--- src/rtl/div8x4_seq.sv ---
// div8x4_seq: sequential restoring divider, unsigned DVD_W / DVS_W.
// One quotient bit is produced per clock, with a start/busy/done handshake.
// Optional build macro DIV8X4_DIVZERO_ERR_EN adds div_err_o. With it, a zero
// divisor skips the iterations and returns 0/0 with the error flag set.
//
// state | meaning
// IDLE  | waiting for start_i; results of the last operation held
// BUSY  | one restoring iteration per clock, DVD_W iterations total
// DONE  | final cycle; result registers and done pulse load on the exit edge
module div8x4_seq #(
  parameter int DVD_W = 8,
  parameter int DVS_W = 4
) (
  input  logic             clk_i,
  input  logic             reset_i,
  input  logic             start_i,
  input  logic [DVD_W-1:0] dividend_i,
  input  logic [DVS_W-1:0] divisor_i,
  output logic             busy_o,
  output logic             done_o,
  output logic [DVD_W-1:0] quotient_o,
  output logic [DVS_W-1:0] remainder_o
`ifdef DIV8X4_DIVZERO_ERR_EN
  ,
  output logic             div_err_o
`endif
);

  localparam int CNT_W = (DVD_W > 1) ? $clog2(DVD_W) : 1;

  typedef enum logic [1:0] {
    IDLE = 2'd0,
    BUSY = 2'd1,
    DONE = 2'd2
  } state_t;

  state_t state_q, state_d;

  // Dividend bits leave from the top while quotient bits enter at the bottom,
  // so after DVD_W iterations this register holds the quotient.
  logic [DVD_W-1:0] shreg_q, shreg_d;
  logic [DVS_W-1:0] dvs_q, dvs_d;
  logic [DVS_W:0]   prem_q, prem_d;
  logic [CNT_W-1:0] cnt_q, cnt_d;
  logic             done_q, done_d;
  logic [DVD_W-1:0] quo_q, quo_d;
  logic [DVS_W-1:0] rem_q, rem_d;
`ifdef DIV8X4_DIVZERO_ERR_EN
  logic             zero_q, zero_d;
  logic             err_q, err_d;
`endif

  // Trial value is the partial remainder shifted left with the next dividend bit.
  logic [DVS_W+1:0] trial;
  logic [DVS_W:0]   diff;
  logic             fits;

  assign trial = {prem_q, shreg_q[DVD_W-1]};
  assign fits  = (trial >= {2'b00, dvs_q});
  assign diff  = trial[DVS_W:0] - {1'b0, dvs_q};

  // State register.
  always_ff @(posedge clk_i or posedge reset_i) begin
    if (reset_i) state_q <= IDLE;
    else         state_q <= state_d;
  end

  // Next-state and datapath next values.
  always_comb begin
    state_d = state_q;
    shreg_d = shreg_q;
    dvs_d   = dvs_q;
    prem_d  = prem_q;
    cnt_d   = cnt_q;
    done_d  = 1'b0;
    quo_d   = quo_q;
    rem_d   = rem_q;
`ifdef DIV8X4_DIVZERO_ERR_EN
    zero_d  = zero_q;
    err_d   = err_q;
`endif
    case (state_q)
      IDLE, DONE: begin
        if (state_q == DONE) begin
          done_d = 1'b1;
          quo_d  = shreg_q;
          rem_d  = prem_q[DVS_W-1:0];
`ifdef DIV8X4_DIVZERO_ERR_EN
          err_d  = zero_q;
          if (zero_q) begin
            quo_d = '0;
            rem_d = '0;
          end
`endif
          state_d = IDLE;
        end
        if (start_i) begin
          state_d = BUSY;
          shreg_d = dividend_i;
          dvs_d   = divisor_i;
          prem_d  = '0;
          cnt_d   = CNT_W'(DVD_W - 1);
`ifdef DIV8X4_DIVZERO_ERR_EN
          zero_d  = (divisor_i == '0);
          if (divisor_i == '0) state_d = DONE;
          if (state_q == IDLE) err_d = 1'b0;
`endif
        end
      end
      BUSY: begin
        prem_d  = fits ? diff : trial[DVS_W:0];
        shreg_d = {shreg_q[DVD_W-2:0], fits};
        cnt_d   = cnt_q - CNT_W'(1);
        if (cnt_q == '0) state_d = DONE;
      end
      default: state_d = IDLE;
    endcase
  end

  // Datapath and result registers.
  always_ff @(posedge clk_i or posedge reset_i) begin
    if (reset_i) begin
      shreg_q <= '0;
      dvs_q   <= '0;
      prem_q  <= '0;
      cnt_q   <= '0;
      done_q  <= 1'b0;
      quo_q   <= '0;
      rem_q   <= '0;
`ifdef DIV8X4_DIVZERO_ERR_EN
      zero_q  <= 1'b0;
      err_q   <= 1'b0;
`endif
    end else begin
      shreg_q <= shreg_d;
      dvs_q   <= dvs_d;
      prem_q  <= prem_d;
      cnt_q   <= cnt_d;
      done_q  <= done_d;
      quo_q   <= quo_d;
      rem_q   <= rem_d;
`ifdef DIV8X4_DIVZERO_ERR_EN
      zero_q  <= zero_d;
      err_q   <= err_d;
`endif
    end
  end

  assign busy_o      = (state_q == BUSY);
  assign done_o      = done_q;
  assign quotient_o  = quo_q;
  assign remainder_o = rem_q;
`ifdef DIV8X4_DIVZERO_ERR_EN
  assign div_err_o   = err_q;
`endif

endmodule

--- config.mk ---
export PLATFORM = sky130hd
export DESIGN_NAME = div8x4_seq
export DESIGN_NICKNAME = d
export VERILOG_FILES = /design/src/rtl/div8x4_seq.sv
export SDC_FILE = /design/constraint.sdc
export NUM_CORES = 1
export LEC_CHECK = 0
export CAP_MARGIN = 5
export CORE_ASPECT_RATIO = 0.6
export CORE_MARGIN = 2
export CORE_UTILIZATION = 51
export DETAILED_ROUTE_END_ITERATION = 8
export PLACE_DENSITY = 0.78
export SKIP_CTS_REPAIR_TIMING = 1
export SYNTH_ARGS = -nofsm -noshare
export SYNTH_HDL_FRONTEND = slang
export SYNTH_SLANG_ARGS = --single-unit
--- constraint.sdc ---
create_clock -name clk_i -period 2.1 [get_ports clk_i]
set_input_delay 0.21 -clock clk_i [delete_from_list [all_inputs] [get_ports clk_i]]
set_output_delay 0.21 -clock clk_i [all_outputs]
set_load 0.03 [all_outputs]
Word-level counts from Yosys, hierarchy flattened
Index checks and enable logic that the tools add are counted.
- add/sub/neg operators: 2
- order comparisons: 1
- equal/unequal tests: 5
- multiplexer cells: 13
- reduce and logical (&&, ||, !) cells: 8
- operator list (cell ; number):
    8-bit case mux with 2 select lines ; 1
    5-bit two-way mux ; 2
    5-bit case mux with 2 select lines ; 1
    8-bit two-way mux ; 1
    2-bit AND reduction ; 4
    6-bit by 4-bit >= comparator with 1-bit output ; 1
    2-bit two-way mux ; 3
    3-bit case mux with 2 select lines ; 1
    5-bit by 4-bit subtractor with 5-bit output ; 1
    2-bit case mux with 2 select lines ; 1
    3-bit zero test ; 1
    3-bit two-way mux ; 1
    3-bit != test, second input constant ; 1
    3-bit by 1-bit subtractor with 3-bit output, second input constant ; 1
    2-bit by 1-bit equality test with 1-bit output, second input constant ; 1
    2-bit equality test, second input constant ; 1
    2-bit zero test ; 1
    1-bit two-way mux ; 2
    2-bit by 1-bit != test with 1-bit output, second input constant ; 1
    2-bit != test, second input constant ; 1
    2-bit nonzero test ; 1
    2-bit OR reduction ; 1
- register bits: 35
- input port bits: 15
- output and inout bits: 14
- word-level logic and storage cells: 37

Longest topological paths before layout
Gate-level depths: netlist of run 1.
- depth in word-level cells: 4
- depth in mapped cells: 7
- gate-level depth less buffers: 7

Worst setup path after synthesis of run 1
No wires, ideal clock.
- kind: register to register
- from: register shreg_q[7]
- to: register prem_q[2]
- library setup time: 0.126 ns
- data arrival time: 1.657 ns
- data required time: 1.974 ns
- path slack: 0.317 ns
- stages on the path, launching flop included: 8
- buffers on the path: 0
- clock period less this slack: 1.783 ns
- path through: dfrtp_1 > inv_1 > ha_1 > fa_1 > nand2b_1 > a21oi_2 > nor3_1 > a221o_1
- cells in the longest elaborated chain, start to end: 3
- elaborated cells on any way between the ends: 4
- those cells by class: add/sub: 1; order compare: 1; mux: 2
- ends and longest elaborated chain (element ; RTL line ; RTL):
    start, declared ; 41 ; logic [DVD_W-1:0] shreg_q, shreg_d;
    start signal, assigned ; 135 ; shreg_q <= shreg_d;
    5-bit by 4-bit subtractor with 5-bit output / 6-bit by 4-bit >= comparator with 1-bit output (equally long branches) ; 60, 59 ;
    5-bit two-way mux * ; 111 ; prem_d = fits ? diff : trial[DVS_W:0];
    5-bit case mux with 2 select lines * ; 82 ; case (state_q)
    end signal, assigned ; 137 ; prem_q <= prem_d;
    end, declared ; 43 ; logic [DVS_W:0] prem_q, prem_d;
Every way passes the cells marked *; elsewhere a longest branch is shown, timed or not.
A chain may end at the register's enable or synchronous reset.

Worst setup path in the final report of run 1
Same ends and word-level chain as after synthesis.

==> qor.csv, run 1 <==
metric,value,unit
n_diodes,0,
Final Skew,0.00603,ns
clock tree from TritonCTS,yes,
startpoint types,register,
# setup viols final,0,
GRT Resource Usage Total,19.7,%
"top cells by area, synth","dfrtp_1 54%, nand2_1 6.7%, ha_1 4.7%",
slew margin rel.,55.4,%
Worst path max stage delay,0.39,ns
Placeable Area,0.00295,sq mm
post-synthesis sequential area ratio,54.3,%
switching share of total power,41.5,%
starting density of the core,54.8,%
Detail Placement HPWL,2.28,mm
clock sinks,35,
Die Y-Extent,47.6,um
synth warn,0,
cell family with most CP delay,adder cells,
CP Capture Point,prem_q[2],
status,"complete, no violations",
post-synthesis adder-cell area fraction,5.89,%
average cell area after synthesis,10.1,sq um
combinational share of power,51.2,%
WL met2,1.41,mm
via count,1213,
cell type with the largest total area after synthesis,dfrtp_1,
P&R area growth vs syn,26.4,%
Clock Pin Slew Worst Setup and Hold Paths,0.07,ns
#FFs+latches synth,35,
Clk pwr share,15.2,%
largest net degree at the start of global routing,36,
WP data arrival,2.13,ns
endpoints failing hold,0,
Setup TNS Final,0,ns
crit path time final,1.96,ns
post-synthesis compound-gate area fraction,12.0,%
Peak Freq,510,MHz
worst endpoint required time,2.27,ns
clock root buffer master,clkbuf_8,
Synth Net Count,182,
Via density,5.18,
crit path launch,shreg_q[7],
P_sw,1460,uW
P per Cell Area,1720,mW/mm^2
Simple-Gate Fraction of Synth Area,15.0,%
CTS H-tree depth,2,
WL met3,225,um
I/O pin count,29,
Remaining DRCs,0,
Congestion Overflow GR,0,
Peak VDD IR,1.05,mV
Clock Path Buffers,2,
crit path kind,reg -> reg,
period utilization,93.3,%
Final GP Congestion,0.851,
routed wire length,3.18,mm
CP Cell Sequence,"inv_1, ha_1, fa_1, nand2b_1, a21oi_2, nor3_1, a221o_1",
Leak,0.000945,uW
port bufs,28,
stages on the worst setup path,7,
Worst Path Max Fanout,8,
die area,0.00365,sq mm
Int Power,2050,uW
first-pass GRT wire length,5.28,mm
Reg area,876,sq um
worst min path class,in -> async,
Final Max Slew Viols,0,
area share of the largest cell type after synthesis,54.3,%
post-layout util,69.2,%
mux cell area share after synthesis,6.98,%
# rows,15,
maxcap violations,0,
number of global-route vias before repair,1160,
post-synthesis xor/xnor area fraction,0.543,%
Multi-input gate area,652,sq um
Unique masters post-synth,32,
clock latency on the worst-skew pair,0.28,ns
Top Layer Used,met4,
capturing point of the worst reg2reg path,prem_q[2],
wire length on met1,1.51,mm
number of fill cells,246,
share of cells above drive strength 1,10.9,%
main combinational cell family by area after synthesis,simple AND/OR/NAND/NOR gates,
RSZ-0062 raised after global routing,no,
Critical-path top delay cell,fa_1,
Final Net Count,213,
CTS buffer count,5,
DRT iter0 DRCs,119,
WL/cell,13.6,um
Gate Count Post-Synth,160,
crit end category,register,
Least-Margin Pin Slew,0.669,ns
CP Buf/Inv Count,1,
antenna violations before repair,0,
Die Wd,76.6,um
DRT Pass-1 Iters,4,
r2r startpoint,shreg_q[7],
Post-Syn Area,0.00161,sq mm
Seq pwr share,33.6,%
worst r2r path cells,7,
post-route ant nets,0,
"setup slack, reg-to-reg",0.14,ns
## how the worst min path moves through the flow
stage	to	slack (ns)	depth (start not counted)
2_1_floorplan	dvs_q[0]	0.32	2
3_3_place_gp	cnt_q[0]	0.46	1
3_5_place_dp	dvs_q[0]	0.47	2
4_1_cts	quotient_o[1]	0.34	3
5_1_grt	quotient_o[2]	0.38	3
6_report	quotient_o[2]	0.32	3
## Yosys cell counts, drive strengths merged
master  instances
o211ai          1
and2            1
a21oi           8
o21ai          11
ha              6
a221o           1
clkbuf          1
or2             1
nand2b          4
nor2b           1
inv            12
nor3            2
nand4           1
mux2           10
buf             7
nand2          30
dfrtp          35
o311ai          2
nor2           13
fa              1
or3b            1
xnor2           1
a22oi           3
a31oi           6
or3             1
## power groups by stage
stage                     logic [uW]  registers, uW  clock network (uW)
after floorplan                 1080           1350                   0
after global placement          1710           1180                   0
after detailed placement        1780           1200                   0
after CTS                       1790           1180                 550
after global routing            1990           1220                 572
final                           1800           1180                 532
## stage by stage
step / hold slack (ns) / cells / power, uW / worst slack (ns) / cell area (sq um)
3_3_place_gp: 0.461 / 226 / 2890 / 0.248 / 1940
6_report: 0.325 / 234 / 3510 / 0.140 / 2040
5_1_grt: 0.378 / 234 / 3790 / 0.0506 / 2040
2_1_floorplan: 0.315 / 160 / 2430 / 0.317 / 1610
3_5_place_dp: 0.472 / 226 / 2980 / 0.179 / 1940
4_1_cts: 0.336 / 234 / 3520 / 0.161 / 2040
## layer usage
metal,global-route usage [%],vias to the layer above
met5,0,-
met4,9.09,0
met3,4.91,4
met2,32.7,49
met1,25.6,564
li1,-,596
## flip-flops by register name, indices dropped and copies added, names as in the netlist
name	flops
state_q	2
quotient_o	8
cnt_q	3
done_o	1
remainder_o	4
shreg_q	8
prem_q	5
dvs_q	4
## logic make-up after synthesis
kind of cell | Yosys count
xor+xnor | 1
buf+inv | 20
flops | 35
fa+ha+maj | 7
simple gates | 55
compound gates | 32
mux | 10
## tightest hold or removal path, cell delays in order
cell             delay, ns
clkdlybuf4s50_1       0.40
inv_1                 0.05
buf_4                 0.38
## layout make-up
cell class / instances / share of cell area, %
inverter: 12 / 2.21
sequential: 35 / 42.9
clock buffer: 7 / 4.72
clock inverter: 1 / 0.368
multi-input combinational: 105 / 32.0
timing repair buffer: 32 / 15.2
tap: 42 / 2.58
## cells in the final DEF, fill, tap and decap left out, drive strengths merged, types with 2 or more instances in the layout
master	count
a21oi	8
a22oi	3
a31oi	6
buf	4
clkbuf	7
clkdlybuf4s50	28
dfrtp	35
ha	6
inv	12
mux2	10
nand2	30
nand2b	4
nor2	13
nor3	2
o21ai	11
o311ai	2
Power figures use the tool's default switching activity.
==> run 2: changes to the inputs <==
Settings changed: CORE_ASPECT_RATIO 0.6 to 1.1.
==> run 2 against run 1 <==
Final cell count shrank 3.0%. Sequential share of layout area grew 0.43 points. Clock skew grew 0.0012 ns. Core utilization decreased by 2.4 points. Critical path depth unchanged. Power fell by 1.2%. Setup slack improved by 0.028 ns. Hold slack worse by 0.068 ns. Largest cell class unchanged.
==> qor.csv, run 2 (synthesized netlist as in run 1, its figures left out) <==
metric,value,unit
Seq pwr share,34.1,%
Final GP Congestion,0.825,
# rows,21,
DRT iter0 DRCs,47,
slew margin rel.,54.5,%
die area,0.00363,sq mm
Int Power,2030,uW
"Worst Setup Slack, final",0.168,ns
Via density,5.33,
Worst Path Max Fanout,8,
Congestion Overflow GR,0,
most frequent cells in the layout,"35 x dfrtp_1, 29 x nand2_1, 28 x clkdlybuf4s50_1, 12 x nor2_1, 11 x inv_1",
CTS H-tree depth,2,
DRT Pass-1 Iters,4,
crit path time final,1.93,ns
port bufs,28,
worst endpoint required time,2.33,ns
Die Wd,57.6,um
"most common cell after layout, fill and taps aside",dfrtp_1,
RSZ-0062 raised after global routing,no,
Setup TNS Final,0,ns
P_sw,1440,uW
routed wire length,3.17,mm
maxcap violations,0,
Final Skew,0.00725,ns
Peak Freq,518,MHz
crit path kind,reg -> reg,
crit end category,register,
Reg area,876,sq um
n_diodes,0,
CTS buffer count,5,
Peak VDD IR,1.01,mV
combinational share of power,51.5,%
pre-CTS setup slack,0.196,ns
first-pass GRT wire length,5.69,mm
WL/cell,14.0,um
period utilization,92.0,%
Final Net Count,214,
Detail Placement HPWL,2.36,mm
clock sinks,35,
switching share of total power,41.4,%
status,"complete, no violations",
clock root buffer master,clkbuf_4,
number of fill cells,254,
endpoints failing hold,0,
clock latency on the worst-skew pair,0.34,ns
worst min path class,in -> async,
I/O pin count,29,
Least-Margin Pin Slew,0.682,ns
Remaining DRCs,0,
largest net degree at the start of global routing,36,
share of cells above drive strength 1,11.4,%
P&R area growth vs syn,25.1,%
WP data arrival,2.16,ns
GRT Resource Usage Total,20.6,%
number of global-route vias before repair,1254,
Clock Pin Slew Worst Setup and Hold Paths,0.11,ns
Leak,0.000948,uW
clock tree from TritonCTS,yes,
post-route ant nets,0,
via count,1211,
Clk pwr share,14.4,%
# setup viols final,0,
Die Y-Extent,63,um
starting density of the core,53.4,%
P per Cell Area,1720,mW/mm^2
Final Max Slew Viols,0,
Clock Path Buffers,2,
Multi-input gate area,652,sq um
Placeable Area,0.00302,sq mm
antenna violations before repair,0,
startpoint types,register,
[run 2: worst paths after layout]
| path | slack, ns | end | start | cells after the start |
|---|---|---|---|---|
| max | 0.17 | prem_q[2] | shreg_q[7] | 7 |
| min | 0.26 | prem_q[3] | reset_i | 3 |
| max reg2reg | 0.17 | prem_q[2] | shreg_q[7] | 7 |
| min reg2reg | 0.48 | cnt_q[0] | cnt_q[0] | 1 |
| max in group asynchronous | 1.53 | dvs_q[1] | reset_i | 3 |
| min in group clk_i | 0.40 | dvs_q[0] | divisor_i[0] | 3 |
[run 2: per-stage QoR]
step                      area [sq um]  hold WS, ns  total power (uW)  instances  util, %
after floorplan                   1610        0.315              2430        160        -
after global placement            1930        0.460              2930        219     64.0
after detailed placement          1930        0.468              3000        219     64.0
after CTS                         2020        0.265              3500        227     66.8
after global routing              2020        0.298              3760        227     66.8
final                             2020        0.257              3470        227     66.8
[run 2: cell type report]
class / count / area share, %
flip-flops and latches: 35 / 43.4
multi-input cells: 105 / 32.3
repair buffers: 33 / 15.7
clock buffers: 6 / 2.54
inverters: 12 / 2.23
well taps: 34 / 2.11
clock inverters: 2 / 1.73
[run 2: critical path, stage by stage, from the launching register on]
cell	delay [ns]
dfrtp_1	0.33
inv_1	0.06
ha_1	0.22
fa_1	0.37
nand2b_1	0.18
a21oi_2	0.29
nor3_1	0.10
a221o_1	0.26
[run 2: metal layers]
metal	wire length (um)	track usage, %	vias to the layer above
met5	0	0	-
met4	53	7.85	0
met3	125	6.21	6
met2	1580	32.2	22
met1	1420	26.7	582
li1	-	-	601
[run 2: power groups by stage]
stage	registers, uW	clock network (uW)	logic [uW]
finish	1180	500	1790
global route	1230	539	1990
CTS	1190	513	1800
detailed placement	1200	0	1800
global placement	1180	0	1750
floorplan	1350	0	1080
==> run 3: changes to the inputs <==
Settings changed: SKIP_LAST_GASP set to 1.
==> results of run 3 <==
Final layout, timing and power as in run 2 (identical DEF).
